==> src/rtl/ym2610_pcm_pkg.sv <==
// ym2610_pcm_pkg: shared definitions for the YM2610 PCM fetch sequencer.
//   - board mux select codes for address read-back and data write-back
//   - sequencer FSM state enum and channel enum
//   - helpers mapping (channel, nybble index) to a mux select code
package ym2610_pcm_pkg;

    // Address read-back selects, ADPCM-A (RAD/RA bus)
    localparam logic [2:0] SEL_RAD_LO  = 3'b000;
    localparam logic [2:0] SEL_RAD_HI  = 3'b100;
    localparam logic [2:0] SEL_RA_89   = 3'b101;
    localparam logic [2:0] SEL_RA_HI   = 3'b001;
    // Address read-back selects, ADPCM-B (PAD/PA bus)
    localparam logic [2:0] SEL_PAD_LO  = 3'b010;
    localparam logic [2:0] SEL_PAD_HI  = 3'b110;
    localparam logic [2:0] SEL_PA_HI   = 3'b011;
    // Data write-back selects into the PCM holding latches
    localparam logic [2:0] SEL_WR_LO   = 3'b001;
    localparam logic [2:0] SEL_WR_HI_A = 3'b010;
    localparam logic [2:0] SEL_WR_HI_B = 3'b100;

    typedef enum logic [2:0] {
        ST_IDLE    = 3'd0,
        ST_SCAN    = 3'd1,
        ST_REQ     = 3'd2,
        ST_WB_TURN = 3'd3,
        ST_WB_LO   = 3'd4,
        ST_WB_HI   = 3'd5,
        ST_WB_LOAD = 3'd6,
        ST_WB_REL  = 3'd7
    } state_t;

    typedef enum logic {
        CH_A = 1'b0,
        CH_B = 1'b1
    } ch_t;

    // Mux select for nybble idx of an address scan. Channel A's high phase
    // reuses the low-phase sequence and appends SEL_RA_HI as nybble 3.
    function automatic logic [2:0] scan_sel(input ch_t ch, input logic [1:0] idx);
        logic [2:0] s;
        s = SEL_RAD_LO;
        if (ch == CH_A) begin
            case (idx)
                2'd0:    s = SEL_RAD_LO;
                2'd1:    s = SEL_RAD_HI;
                2'd2:    s = SEL_RA_89;
                default: s = SEL_RA_HI;
            endcase
        end else begin
            case (idx)
                2'd0:    s = SEL_PAD_LO;
                2'd1:    s = SEL_PAD_HI;
                default: s = SEL_PA_HI;
            endcase
        end
        return s;
    endfunction

    // Index of the last nybble in a scan: 4 nybbles for A-high, 3 otherwise.
    function automatic logic [1:0] last_idx(input ch_t ch, input logic hi);
        return (ch == CH_A && hi) ? 2'd3 : 2'd2;
    endfunction

endpackage

==> src/rtl/ym2610_mpx_edge.sv <==
// ym2610_mpx_edge: 2-FF synchroniser plus registered rise/fall detector for
// one asynchronous multiplex strobe (RMPX or PMPX).
//   clk, reset_n : system clock, async active-low reset
//   strobe_in    : raw asynchronous strobe
//   rise, fall   : one-cycle pulses, 3 clocks after the input edge lands
module ym2610_mpx_edge (
    input  logic clk,
    input  logic reset_n,
    input  logic strobe_in,
    output logic rise,
    output logic fall
);

    logic sync1, sync2, prev;

    always_ff @(posedge clk or negedge reset_n) begin
        if (!reset_n) begin
            sync1 <= 1'b0;
            sync2 <= 1'b0;
            prev  <= 1'b0;
        end else begin
            sync1 <= strobe_in;
            sync2 <= sync1;
            prev  <= sync2;
        end
    end

    assign rise = sync2 & ~prev;
    assign fall = ~sync2 & prev;

endmodule

==> src/rtl/ym2610_pcm_fetch.sv <==
// ym2610_pcm_fetch: reads ADPCM-A/B ROM addresses back through the board mux
// on RMPX/PMPX edges, fetches the byte from a memory port and writes it into
// the board PCM latches as two nybbles.
//   clk, reset_n        : system clock, async active-low reset
//   rmpx_in, pmpx_in    : asynchronous multiplex strobes from the YM2610
//   ym_io_in/out/oe     : 4-bit shared pad (read address / drive data)
//   mux_sel, mux_oe_n   : board mux select and active-low output enable
//   pcm_load            : one-cycle load strobe to the PCM latches
//   rom_req/ch/addr     : fetch request; rom_ack/rom_data complete it
//   overrun             : sticky, a strobe edge hit a still-pending request
//   state_dbg           : current sequencer state
//
// Fetch handshake: rom_req rises with rom_ch/rom_addr and all three hold
// steady until the cycle rom_ack is 1; rom_data is taken in that same cycle.
// rom_ack outside the request state is ignored.
//
// All pad/mux/strobe outputs are registered from the next state, so they
// sit at their reset values during reset and change cleanly with the state.
module ym2610_pcm_fetch
    import ym2610_pcm_pkg::*;
#(
    parameter int SETTLE = 2
) (
    input  logic        clk,
    input  logic        reset_n,
    input  logic        rmpx_in,
    input  logic        pmpx_in,
    input  logic [3:0]  ym_io_in,
    output logic [3:0]  ym_io_out,
    output logic        ym_io_oe,
    output logic [2:0]  mux_sel,
    output logic        mux_oe_n,
    output logic        pcm_load,
    output logic        rom_req,
    output logic        rom_ch,
    output logic [23:0] rom_addr,
    input  logic        rom_ack,
    input  logic [7:0]  rom_data,
    output logic        overrun,
    output logic [2:0]  state_dbg
);

    localparam int CNT_W = $clog2(SETTLE + 1);
    localparam logic [CNT_W-1:0] CNT_SAMPLE = CNT_W'(SETTLE);
    localparam logic [CNT_W-1:0] CNT_HOLD   = CNT_W'(SETTLE - 1);

    // Pending bit positions, highest index = highest priority
    localparam int P_A_HI = 3;
    localparam int P_A_LO = 2;
    localparam int P_B_HI = 1;
    localparam int P_B_LO = 0;

    state_t           state_q, state_d;
    ch_t              ch_q, ch_d;
    logic             hi_q, hi_d;
    logic [1:0]       idx_q, idx_d;
    logic [CNT_W-1:0] cnt_q, cnt_d;
    logic [23:0]      addr_a_q, addr_a_d, addr_b_q, addr_b_d;
    logic [7:0]       data_q, data_d;
    logic [3:0]       pend_q, pend_set, grant;

    logic [3:0]  ym_io_out_d;
    logic        ym_io_oe_d, mux_oe_n_d, pcm_load_d, rom_req_d, rom_ch_d;
    logic [2:0]  mux_sel_d;
    logic [23:0] rom_addr_d;

    logic a_rise, a_fall, b_rise, b_fall;

    ym2610_mpx_edge u_rmpx_edge (
        .clk       (clk),
        .reset_n   (reset_n),
        .strobe_in (rmpx_in),
        .rise      (a_rise),
        .fall      (a_fall)
    );

    ym2610_mpx_edge u_pmpx_edge (
        .clk       (clk),
        .reset_n   (reset_n),
        .strobe_in (pmpx_in),
        .rise      (b_rise),
        .fall      (b_fall)
    );

    // Rise = low phase, fall = high phase
    assign pend_set  = {a_fall, a_rise, b_fall, b_rise};
    assign state_dbg = state_q;

    always_comb begin
        state_d  = state_q;
        ch_d     = ch_q;
        hi_d     = hi_q;
        idx_d    = idx_q;
        cnt_d    = cnt_q;
        addr_a_d = addr_a_q;
        addr_b_d = addr_b_q;
        data_d   = data_q;
        grant    = 4'b0000;

        case (state_q)
            ST_IDLE: begin
                if (pend_q != 4'b0000) begin
                    state_d = ST_SCAN;
                    idx_d   = 2'd0;
                    cnt_d   = '0;
                    if (pend_q[P_A_HI]) begin
                        ch_d = CH_A; hi_d = 1'b1; grant[P_A_HI] = 1'b1;
                    end else if (pend_q[P_A_LO]) begin
                        ch_d = CH_A; hi_d = 1'b0; grant[P_A_LO] = 1'b1;
                    end else if (pend_q[P_B_HI]) begin
                        ch_d = CH_B; hi_d = 1'b1; grant[P_B_HI] = 1'b1;
                    end else begin
                        ch_d = CH_B; hi_d = 1'b0; grant[P_B_LO] = 1'b1;
                    end
                end
            end

            ST_SCAN: begin
                if (cnt_q == CNT_SAMPLE) begin
                    if (ch_q == CH_A) begin
                        // At SEL_RA_89 only the two low pad bits carry address
                        case ({hi_q, idx_q})
                            3'b0_00: addr_a_d[3:0]   = ym_io_in;
                            3'b0_01: addr_a_d[7:4]   = ym_io_in;
                            3'b0_10: addr_a_d[9:8]   = ym_io_in[1:0];
                            3'b1_00: addr_a_d[13:10] = ym_io_in;
                            3'b1_01: addr_a_d[17:14] = ym_io_in;
                            3'b1_10: addr_a_d[19:18] = ym_io_in[1:0];
                            3'b1_11: addr_a_d[23:20] = ym_io_in;
                            default: ;
                        endcase
                    end else begin
                        case ({hi_q, idx_q})
                            3'b0_00: addr_b_d[3:0]   = ym_io_in;
                            3'b0_01: addr_b_d[7:4]   = ym_io_in;
                            3'b0_10: addr_b_d[11:8]  = ym_io_in;
                            3'b1_00: addr_b_d[15:12] = ym_io_in;
                            3'b1_01: addr_b_d[19:16] = ym_io_in;
                            3'b1_10: addr_b_d[23:20] = ym_io_in;
                            default: ;
                        endcase
                    end
                    if (idx_q == last_idx(ch_q, hi_q)) begin
                        // Only a completed high phase has a full address
                        state_d = hi_q ? ST_REQ : ST_IDLE;
                    end else begin
                        idx_d = idx_q + 2'd1;
                        cnt_d = '0;
                    end
                end else begin
                    cnt_d = cnt_q + 1'b1;
                end
            end

            ST_REQ: begin
                if (rom_ack) begin
                    data_d  = rom_data;
                    state_d = ST_WB_TURN;
                end
            end

            ST_WB_TURN: begin
                state_d = ST_WB_LO;
                cnt_d   = '0;
            end

            ST_WB_LO: begin
                if (cnt_q == CNT_HOLD) begin
                    state_d = ST_WB_HI;
                    cnt_d   = '0;
                end else begin
                    cnt_d = cnt_q + 1'b1;
                end
            end

            ST_WB_HI: begin
                if (cnt_q == CNT_HOLD) begin
                    state_d = ST_WB_LOAD;
                    cnt_d   = '0;
                end else begin
                    cnt_d = cnt_q + 1'b1;
                end
            end

            ST_WB_LOAD: state_d = ST_WB_REL;
            ST_WB_REL:  state_d = ST_IDLE;
            default:    state_d = ST_IDLE;
        endcase

        // Output decode from the next state. The mux is only enabled in
        // IDLE/SCAN/REQ and the pad only driven in WB_LO/HI/LOAD, with
        // WB_TURN and WB_REL as the dead cycles between them.
        mux_sel_d   = SEL_RAD_LO;
        mux_oe_n_d  = 1'b1;
        ym_io_oe_d  = 1'b0;
        ym_io_out_d = 4'h0;
        pcm_load_d  = 1'b0;
        rom_req_d   = 1'b0;
        rom_ch_d    = rom_ch;
        rom_addr_d  = rom_addr;

        case (state_d)
            ST_IDLE: mux_oe_n_d = 1'b0;
            ST_SCAN: begin
                mux_oe_n_d = 1'b0;
                mux_sel_d  = scan_sel(ch_d, idx_d);
            end
            ST_REQ: begin
                mux_oe_n_d = 1'b0;
                rom_req_d  = 1'b1;
                rom_ch_d   = ch_d;
                rom_addr_d = (ch_d == CH_A) ? addr_a_d : addr_b_d;
            end
            ST_WB_LO: begin
                ym_io_oe_d  = 1'b1;
                mux_sel_d   = SEL_WR_LO;
                ym_io_out_d = data_d[3:0];
            end
            ST_WB_HI, ST_WB_LOAD: begin
                ym_io_oe_d  = 1'b1;
                mux_sel_d   = (ch_d == CH_A) ? SEL_WR_HI_A : SEL_WR_HI_B;
                ym_io_out_d = data_d[7:4];
                pcm_load_d  = (state_d == ST_WB_LOAD);
            end
            default: ;
        endcase
    end

    always_ff @(posedge clk or negedge reset_n) begin
        if (!reset_n) begin
            state_q   <= ST_IDLE;
            ch_q      <= CH_A;
            hi_q      <= 1'b0;
            idx_q     <= 2'd0;
            cnt_q     <= '0;
            addr_a_q  <= 24'h0;
            addr_b_q  <= 24'h0;
            data_q    <= 8'h0;
            pend_q    <= 4'b0000;
            overrun   <= 1'b0;
            mux_sel   <= SEL_RAD_LO;
            mux_oe_n  <= 1'b1;
            ym_io_oe  <= 1'b0;
            ym_io_out <= 4'h0;
            pcm_load  <= 1'b0;
            rom_req   <= 1'b0;
            rom_ch    <= 1'b0;
            rom_addr  <= 24'h0;
        end else begin
            state_q   <= state_d;
            ch_q      <= ch_d;
            hi_q      <= hi_d;
            idx_q     <= idx_d;
            cnt_q     <= cnt_d;
            addr_a_q  <= addr_a_d;
            addr_b_q  <= addr_b_d;
            data_q    <= data_d;
            // A new edge on a bit granted this cycle is a fresh request,
            // not an overrun; an edge on a still-waiting bit is merged.
            pend_q    <= (pend_q & ~grant) | pend_set;
            overrun   <= overrun | (|(pend_set & pend_q & ~grant));
            mux_sel   <= mux_sel_d;
            mux_oe_n  <= mux_oe_n_d;
            ym_io_oe  <= ym_io_oe_d;
            ym_io_out <= ym_io_out_d;
            pcm_load  <= pcm_load_d;
            rom_req   <= rom_req_d;
            rom_ch    <= rom_ch_d;
            rom_addr  <= rom_addr_d;
        end
    end

endmodule

==> config.mk <==
export PLATFORM = sky130hd
export DESIGN_NAME = ym2610_pcm_fetch
export DESIGN_NICKNAME = d
export VERILOG_FILES = /design/src/rtl/ym2610_pcm_pkg.sv /design/src/rtl/ym2610_mpx_edge.sv /design/src/rtl/ym2610_pcm_fetch.sv
export SDC_FILE = /design/constraint.sdc
export NUM_CORES = 1
export LEC_CHECK = 0
export ABC_AREA = 1
export CAP_MARGIN = 30
export CORE_MARGIN = 5
export CORE_UTILIZATION = 60
export CTS_BUF_LIST = sky130_fd_sc_hd__clkbuf_4 sky130_fd_sc_hd__clkbuf_8
export DETAILED_ROUTE_END_ITERATION = 10
export DONT_BUFFER_PORTS = 1
export PLACE_DENSITY_LB_ADDON = 0.12
export SYNTH_ARGS = -nofsm -noshare
export SYNTH_HDL_FRONTEND = slang
export SYNTH_HIERARCHICAL = 1
export SYNTH_SLANG_ARGS = --single-unit
==> constraint.sdc <==
create_clock -name clk -period 2.3 [get_ports clk]
set_input_delay 0.575 -clock clk [delete_from_list [all_inputs] [get_ports clk]]
set_output_delay 0.575 -clock clk [all_outputs]
set_load 0.01 [all_outputs]
==> summary.md, run 1 <==
The flow ran to the end, but the final reports show violations. The final reports fail on hold timing. In this run, placement finished with an instance count of 761. The tools report the HPWL after detailed placement as 7810 um.

For this design the ratio of total power to cell area is 1340 nW/um^2. 57 I/O pins were placed. The hold slack was -0.125 ns; the footprint of the flip-flops and latches was 2800 um^2. Routability congestion estimate from global placement: 0.931. The logs give 4210 uW for the internal power component and 3340 uW for the switching component of the power. Traced cell by cell, the critical path runs through inv_1, ha_1, nor3_1, nand3b_1, o21ai_1, inv_1, ha_1, nor2_1, o21ai_0, inv_1, nand2_1, nand2_1. Counting along the longest clock path gives a buffer depth of 2. Setup repair after global routing left no endpoint under its margin. At the worst endpoint, the required time is 2.58 ns. The total area inside the core boundary comes to 8680 um^2. 0 antenna diodes ended up in the layout.

Yosys mapped the design onto 28 distinct sky130hd cell types. The tools report the number of antenna violations at the first check in global routing as 0. After routing, the total negative slack on setup checks comes to 0 ns. Sequential cells account for 40.8% of the total power.

The fraction of met1 tracks used by global routing was 31.7%; the clock net sink count was 112. The fraction of met3 tracks used by global routing was 3.66%; the highest fanout seen on the critical path was 5. Global routing finished with a remaining overflow of 0.

The instance count of the mapped netlist came out at 665. For this design, the slowest cell found on the critical path is sky130_fd_sc_hd__dfrtp_1. The setup path with the least slack is of type reg -> reg.

The ratio of cells with drive above 1 in the final layout is 7.03%. On the worst path, the slowest cell contributes a delay of 0.46 ns. For met2 alone, demand over resource in global routing was 33.3%.

The count of nets left with antenna violations once routing finished came out at 0. The area occupied by multi-input gates is 2140 um^2, and the horizontal die dimension is 104 um. The leading cell type in the layout, fill and taps excluded was sky130_fd_sc_hd__nand2_1. The class of the tightest hold or removal check was in -> async. Input and output buffers added on the ports amount to 0. For flop-to-flop paths, the worst setup slack is 0.26 ns. After detailed routing, the average wire length per cell comes to 14.7 um.

After detailed routing, the number of remaining DRC violations is 0. For this run, the number of Yosys warnings is 6. The CTS root buffer is sky130_fd_sc_hd__clkbuf_8. After synthesis, the mean cell area works out to 8.03 um^2. In the final design database the tool counted 689 nets. The share of the clock period used by the worst path was 88.8%; the total of endpoints with negative setup slack in the final report was 0. The clock share of power came out at 15.9%. STA classifies the critical path startpoint as a register. Slew at the pin closest to its max-slew limit: 0.503 ns. The fill cell total of the finished layout came out at 750. In the layout the commonest cells are 261 x sky130_fd_sc_hd__nand2_1, 111 x sky130_fd_sc_hd__dfrtp_1, 89 x sky130_fd_sc_hd__nand3_1. The most numerous cell type found on the critical path is sky130_fd_sc_hd__inv_1. The logs give 0.38 ns for the clock insertion delay at the later pin of the skew report and 5 for the number of detailed-route iterations in the first pass. The time the final worst path needs with I/O delays and setup works out to 2.04 ns. The max-slew violation count was 0; the headroom to the max-slew limit was 66.4%. Counting the buffers created by CTS gives 9. The initial standard-cell utilization of the core was 61.5%.

The die covers 10900 um^2. Based on the critical path, the design can be clocked at up to 0.490 GHz. Global routing consumed, over all layers together, 21.9% of the routing resources. The register area share after synthesis was 52.5%. In this run the vertical extent of the chip is 104 um.

Row generation in the floorplan step produced 34 rows. The number of nets in the synthesized netlist is 690. The worst supply voltage drop on vdd was 0.604 mV; the clock transition time at the flip-flop clock pins of the worst setup and hold paths was 0.11 ns.

The non-filler instance count after layout was 777. From synthesis to final layout, the design area changed by 5.25%. Clock skew on the completed layout was measured at 0.0161 ns. The via count of the first global-routing pass was 4016; the pin count of the biggest net entering global routing was 113.

The layer carrying the most global-route usage was met2. The critical path capture point type was a register. At the worst endpoint, the arrival time is 2.32 ns. The number of maximum-capacitance constraint violations is 0. The final hold violation count came out at 111.

Switching share of power: 44.2%. TritonCTS built the clock tree. The run gives 43.3% as the combinational power share.

For this block, the via count after detailed routing is 4196. The mean number of vias per cell was 5.40; the wire length of the first global-routing pass was 19800 um. The tools report the number of violations reported at the end of detailed-routing iteration 0 as 223.

Summing every instance area after synthesis gives 5340 um^2. The aggregate routed wire length was 11400 um. Number of synthesized register bits: 112. The logs give 3 for the maximum level of the CTS H-tree and 0.00300 uW for the leakage dissipation.
-- final cells by class --
type	instances	share of cell area (%)
well taps	108	2.41
flip-flops and latches	112	49.9
inverters	61	4.08
clock buffers	9	2.20
multi-input cells	465	38.0
clock inverters	7	1.38
repair buffers	15	2.00
-- kinds of logic (layout without fill, tap and decap cells) --
family	count (synthesis)	in the layout	synth area share, %
adder cells (fa/ha/maj)	8	8	1.88
AO/OA/AOI/OAI	19	19	2.04
flip-flops	112	112	52.5
AND/OR/NAND/NOR	438	438	35.9
buffers and inverters	88	92	7.62
-- layer usage --
| metal | share of wire [%] | routed length, um |
|---|---|---|
| met1 | 47 | 5370 |
| met2 | 46 | 5210 |
| met3 | 5.7 | 648 |
| met4 | 1.6 | 188 |
| met5 | 0 | 0 |
-- registers in the layout (all words and copies together) (netlist names), 2 cells and up --
register	count
idx_q	2
addr_b_q	24
addr_a_q	24
pend_q	4
cnt_q	2
state_dbg	3
ym_io_out	4
data_q	8
rom_addr	24
mux_sel	3
-- cell usage after synthesis (all sizes together) --
library cell  count  area (um^2)
clkinv            2         7.51
nor2             30          115
nand2           266         1020
o211ai            2         15.0
nand4            27          169
o2111ai           1         8.76
dfrtp           111         2780
inv              59          221
a21o              1         7.51
nand3            91          468
clkbuf            5         18.8
ha                8          100
nand3b            1         7.51
and2             20          125
a21oi             4         20.0
nor3              1         5.00
dfstp             1         26.3
buf              22          159
or2               2         12.5
o21ai            10         50.1
a22oi             1         7.51
-- worst paths after layout --
kind,from,end,cells past startpoint
min in group clk,pmpx_in,u_pmpx_edge/sync1$_DFF_PN0_,0
hold reg to reg,u_rmpx_edge/sync1$_DFF_PN0_,u_rmpx_edge/sync2$_DFF_PN0_,0
hold / removal,reset_n,data_q[0]$_DFF_PN0_,0
max in group asynchronous,reset_n,mux_oe_n$_DFF_PN1_,0
setup reg to reg,idx_q[0]$_DFF_PN0_,mux_sel[0]$_DFF_PN0_,12
setup / recovery,idx_q[0]$_DFF_PN0_,mux_sel[0]$_DFF_PN0_,12
-- per-stage QoR --
stage	cell area, um^2	worst slack, ns	hold slack (ns)	utilization (%)	total power (uW)
2_1_floorplan	5340	0.283	0.279	-	5670
3_3_place_gp	5410	0.179	0.283	62.3	6250
3_5_place_dp	5410	0.0583	0.283	62.3	6360
4_1_cts	5610	0.0880	-0.137	64.6	7570
5_1_grt	5620	0.00529	-0.151	64.7	8260
6_report	5620	0.258	-0.125	64.7	7550
-- what timing repair did --
action	CTS	global route
setup buffers	0	0
gates resized for setup	0	4
endpoints found under the hold margin	111	111
endpoints found under the setup margin	0	7
-- critical path: cells and delay by family, from the launching register on --
kind	cells	cell delay [ns]
buffers and inverters	3	0.31
AO/OA/AOI/OAI	2	0.26
adder cells (fa/ha/maj)	2	0.49
flip-flops	1	0.46
AND/OR/NAND/NOR	5	0.43
-- power groups by stage --
stage	clock network [uW]	registers [uW]	logic, uW
floorplan	0	3030	2650
global placement	0	3120	3130
detailed placement	0	3130	3230
CTS	1230	3090	3240
global route	1320	3160	3780
finish	1200	3080	3270
Power figures use the tool's default switching activity.
==> run 2, diff against run 1 <==
--- a/config.mk
+++ b/config.mk
@@ -7,6 +7,7 @@
 export LEC_CHECK = 0
 export ABC_AREA = 1
 export CAP_MARGIN = 30
+export CORE_ASPECT_RATIO = 0.5
 export CORE_MARGIN = 5
 export CORE_UTILIZATION = 60
 export CTS_BUF_LIST = sky130_fd_sc_hd__clkbuf_4 sky130_fd_sc_hd__clkbuf_8
==> run 2 against run 1 <==
- the flow still finishes with violations (hold timing)
- non-clock buffer count unchanged
- largest cell class unchanged
- first-iteration DRC count up 100%
- critical endpoint unchanged
- via count up 3.6%
- global-route usage up 0.76 points
- worst setup slack worse by 0.033 ns
- combinational power up 4%
- register-to-register slack worse by 0.03 ns
- critical path type unchanged
- maximum frequency down 1.6%
- critical path depth up 2
- cell area up 1.5%
- highest routed layer unchanged
- cell count up 1.3%
==> summary.md, run 2 (synthesis gave the netlist of run 1 again) <==
The run finished, with violations left. Violations in the final reports: hold timing (unchanged). The run gives 0.705 mV (was 0.604 mV) as the worst supply voltage drop on vdd. The area growth from synthesis to layout was 6.80% (was 5.25%); the combined buffer and inverter count along the critical path was 3 (unchanged). The class of the tightest hold or removal check is in -> async (unchanged). The number of antenna violations at the first check in global routing is 0 (unchanged), and the power per cell area is 1380 nW/um^2 (was 1340 nW/um^2).

Cells along the critical path: nor2_1, nand2_2, inv_1, nand2_2, nand2_1, o21ai_1, inv_1, ha_1, nor2_1, nand2_1, o21ai_0, inv_1, nand2_1, nand2_1 (was inv_1, ha_1, nor3_1, nand3b_1, o21ai_1, inv_1, ha_1, nor2_1, o21ai_0, inv_1, nand2_1, nand2_1). The remaining antenna violation count after routing came out at 0 (unchanged). The wire length of the first global-routing pass was 19900 um (was 19800 um). Family of cells with the greatest summed delay on the critical path: simple AND/OR/NAND/NOR gates (was adder cells). The library cell appearing most often on the critical path is sky130_fd_sc_hd__nand2_1 (was sky130_fd_sc_hd__inv_1). Setup repair after global routing left no endpoint under its margin.

The aggregate routed wire length is 12200 um (was 11400 um), and the maximum level of the CTS H-tree is 3 (unchanged). Commonest non-fill, non-tap cells in the layout: 261 x sky130_fd_sc_hd__nand2_1, 110 x sky130_fd_sc_hd__dfrtp_1, 89 x sky130_fd_sc_hd__nand3_1 (was 261 x sky130_fd_sc_hd__nand2_1, 111 x sky130_fd_sc_hd__dfrtp_1, 89 x sky130_fd_sc_hd__nand3_1). For the die area, the log shows 11000 um^2 (was 10900 um^2).

The cell with the biggest individual delay on the critical path was sky130_fd_sc_hd__dfrtp_1 (unchanged). The max-slew violation count is 0 (unchanged), and the total of buffers placed on input and output ports is 0 (unchanged). The number of ports placed on the die boundary is 57 (unchanged), and the routability congestion estimate from global placement is 0.894 (was 0.931). Floorplan die height: 76.7 um (was 104 um).

The arrival time of data at the critical path endpoint came out at 2.35 ns (was 2.32 ns). Largest registers: addr_a_q (24), addr_b_q (24), rom_addr (24) (unchanged). The clock insertion delay at the later pin of the skew report is 0.38 ns (about the same).

The via count of the first global-routing pass came out at 3924 (was 4016). The total grt overflow is 0 (unchanged), and the delay of the slowest cell on the worst path is 0.47 ns (was 0.46 ns). The total CTS buffers was 9 (unchanged); the mean number of vias per cell was 5.52 (was 5.40).

The run gives 8680 um^2 (unchanged) as the floorplan core area. The leading cell type in the layout, fill and taps excluded was sky130_fd_sc_hd__nand2_1 (unchanged). The kind of critical path is reg -> reg (unchanged). Initial standard-cell utilization of the core: 61.5% (unchanged). The horizontal die dimension is 143 um (was 104 um), and the highest fanout seen on the critical path is 6 (was 5).

Ratio of cells with drive above 1 in the final layout: 7.46% (was 7.03%). TritonCTS built the clock tree. The tools report the number of detailed-route iterations in the first pass as 5 (unchanged). The slew at the pin closest to its max-slew limit works out to 0.559 ns (was 0.503 ns).

The diode insertion count for antenna repair was 0 (unchanged). The largest buffer count on any clock path came out at 2 (unchanged). The clock transition time at the flip-flop clock pins of the worst setup and hold paths was 0.09 ns (was 0.11 ns). The post-route core utilization was 65.7% (was 64.7%); the clock skew was 0.0112 ns (was 0.0161 ns). The nature of the critical path startpoint is a register (unchanged). Pin count of the biggest net entering global routing: 113 (unchanged). For the number of DRC violations after detailed routing, the log shows 0 (unchanged). The run gives 2.57 ns (was 2.58 ns) as the required time of the critical path.

The number of maximum-capacitance constraint violations was 0 (unchanged); the total of endpoints with negative setup slack in the final report was 0 (unchanged). CTS root buffer: sky130_fd_sc_hd__clkbuf_8 (unchanged). The maximum operating frequency is 0.482 GHz (was 0.490 GHz). The run gives 22.7% (was 21.9%) as the combined global-route utilization of all metal layers. The via total after detailed routing was 4347 (was 4196). The routed wirelength normalized by instance count is 15.5 um (was 14.7 um), and the share of the clock period used by the worst path is 90.2% (was 88.8%). The logs give 111 (unchanged) for the final hold violation count and 447 (was 223) for the number of violations reported at the end of detailed-routing iteration 0. The logs give 0 ns (unchanged) for the post-route setup TNS and 690 (was 689) for the final layout net count.

The fill cell total of the finished layout came out at 751 (was 750). The clock net sink count was 112 (unchanged). Critical path capture point type: a register (unchanged). The tools report the floorplan row count as 24 (was 34).

The time the final worst path needs with I/O delays and setup is 2.07 ns (was 2.04 ns), and the hold slack is -0.119 ns (was -0.125 ns). The run gives 7770 um (was 7810 um) as the HPWL after detailed placement. The run gives 62.7% (was 66.4%) as the headroom to the max-slew limit.

The leakage dissipation is 0.00303 uW (was 0.00300 uW).
run 2: metal layers:
| layer | GRT usage (%) | share of wire, % | vias to the layer above | wire length [um] |
|---|---|---|---|---|
| met2 | 32.5 | 43 | 180 | 5230 |
| met4 | 4.89 | 1.8 | 0 | 220 |
| met1 | 34.2 | 46 | 2035 | 5630 |
| met5 | 0 | 0 | - | 0 |
| met3 | 6.71 | 9.1 | 24 | 1110 |
| li1 | - | - | 2108 | - |
run 2: metrics by stage:
stage / std cells / total power [uW] / cell area (um^2) / worst slack, ns
after floorplan: 665 / 5670 / 5340 / 0.283
after global placement: 769 / 6310 / 5420 / 0.203
after detailed placement: 769 / 6370 / 5420 / 0.159
after CTS: 785 / 7760 / 5660 / 0.126
after global routing: 787 / 8530 / 5700 / 0.0113
final: 787 / 7850 / 5700 / 0.225
run 2: path summary, 6_finish.rpt:
kind,startpoint,endpoint,slack (ns),cells after the start
hold / removal,reset_n,data_q[4]$_DFF_PN0_,-0.12,0
min in group clk,pmpx_in,u_pmpx_edge/sync1$_DFF_PN0_,0.22,0
setup / recovery,state_dbg[1]$_DFF_PN0_,mux_sel[0]$_DFF_PN0_,0.23,14
hold reg to reg,u_rmpx_edge/sync1$_DFF_PN0_,u_rmpx_edge/sync2$_DFF_PN0_,0.36,0
setup reg to reg,state_dbg[1]$_DFF_PN0_,mux_sel[0]$_DFF_PN0_,0.23,14
max in group asynchronous,reset_n,mux_oe_n$_DFF_PN1_,2.23,0
run 2: worst reg2reg max path: stages, from the launching register on:
cell and delay (ns):
sky130_fd_sc_hd__dfrtp_1 0.47, sky130_fd_sc_hd__nor2_1 0.11, sky130_fd_sc_hd__nand2_2 0.12, sky130_fd_sc_hd__inv_1 0.08, sky130_fd_sc_hd__nand2_2 0.10, sky130_fd_sc_hd__nand2_1 0.10, sky130_fd_sc_hd__o21ai_1 0.28, sky130_fd_sc_hd__inv_1 0.12
sky130_fd_sc_hd__ha_1 0.21, sky130_fd_sc_hd__nor2_1 0.10, sky130_fd_sc_hd__nand2_1 0.05, sky130_fd_sc_hd__o21ai_0 0.07, sky130_fd_sc_hd__inv_1 0.05, sky130_fd_sc_hd__nand2_1 0.06, sky130_fd_sc_hd__nand2_1 0.04
run 2: area by class of cell:
cell class                 instances  area, um^2  share of cell area [%]
inverter                          61         230                    4.04
multi-input combinational        466        2150                    37.8
timing repair buffer              15         125                    2.19
tap                              117         146                    2.57
clock buffer                      14         180                    3.16
clock inverter                     2        60.1                    1.05
sequential                       112        2810                    49.2
run 2: what timing repair did:
| action | in CTS | in global routing |
|---|---|---|
| gates resized for setup | 0 | 8 |
| endpoints found under the setup margin | 0 | 22 |
| buffers inserted | 0 | 1 |
| endpoints found under the hold margin | 111 | 111 |
run 2: where the power goes:
| group | total, uW | internal [uW] | leakage (uW) | switching (uW) |
|---|---|---|---|---|
| logic | 3390 | 1090 | 0.00160 | 2300 |
| clock network | 1370 | 729 | 0.000124 | 642 |
| registers | 3090 | 2640 | 0.00131 | 450 |
| total | 7850 | 4450 | 0.00303 | 3390 |
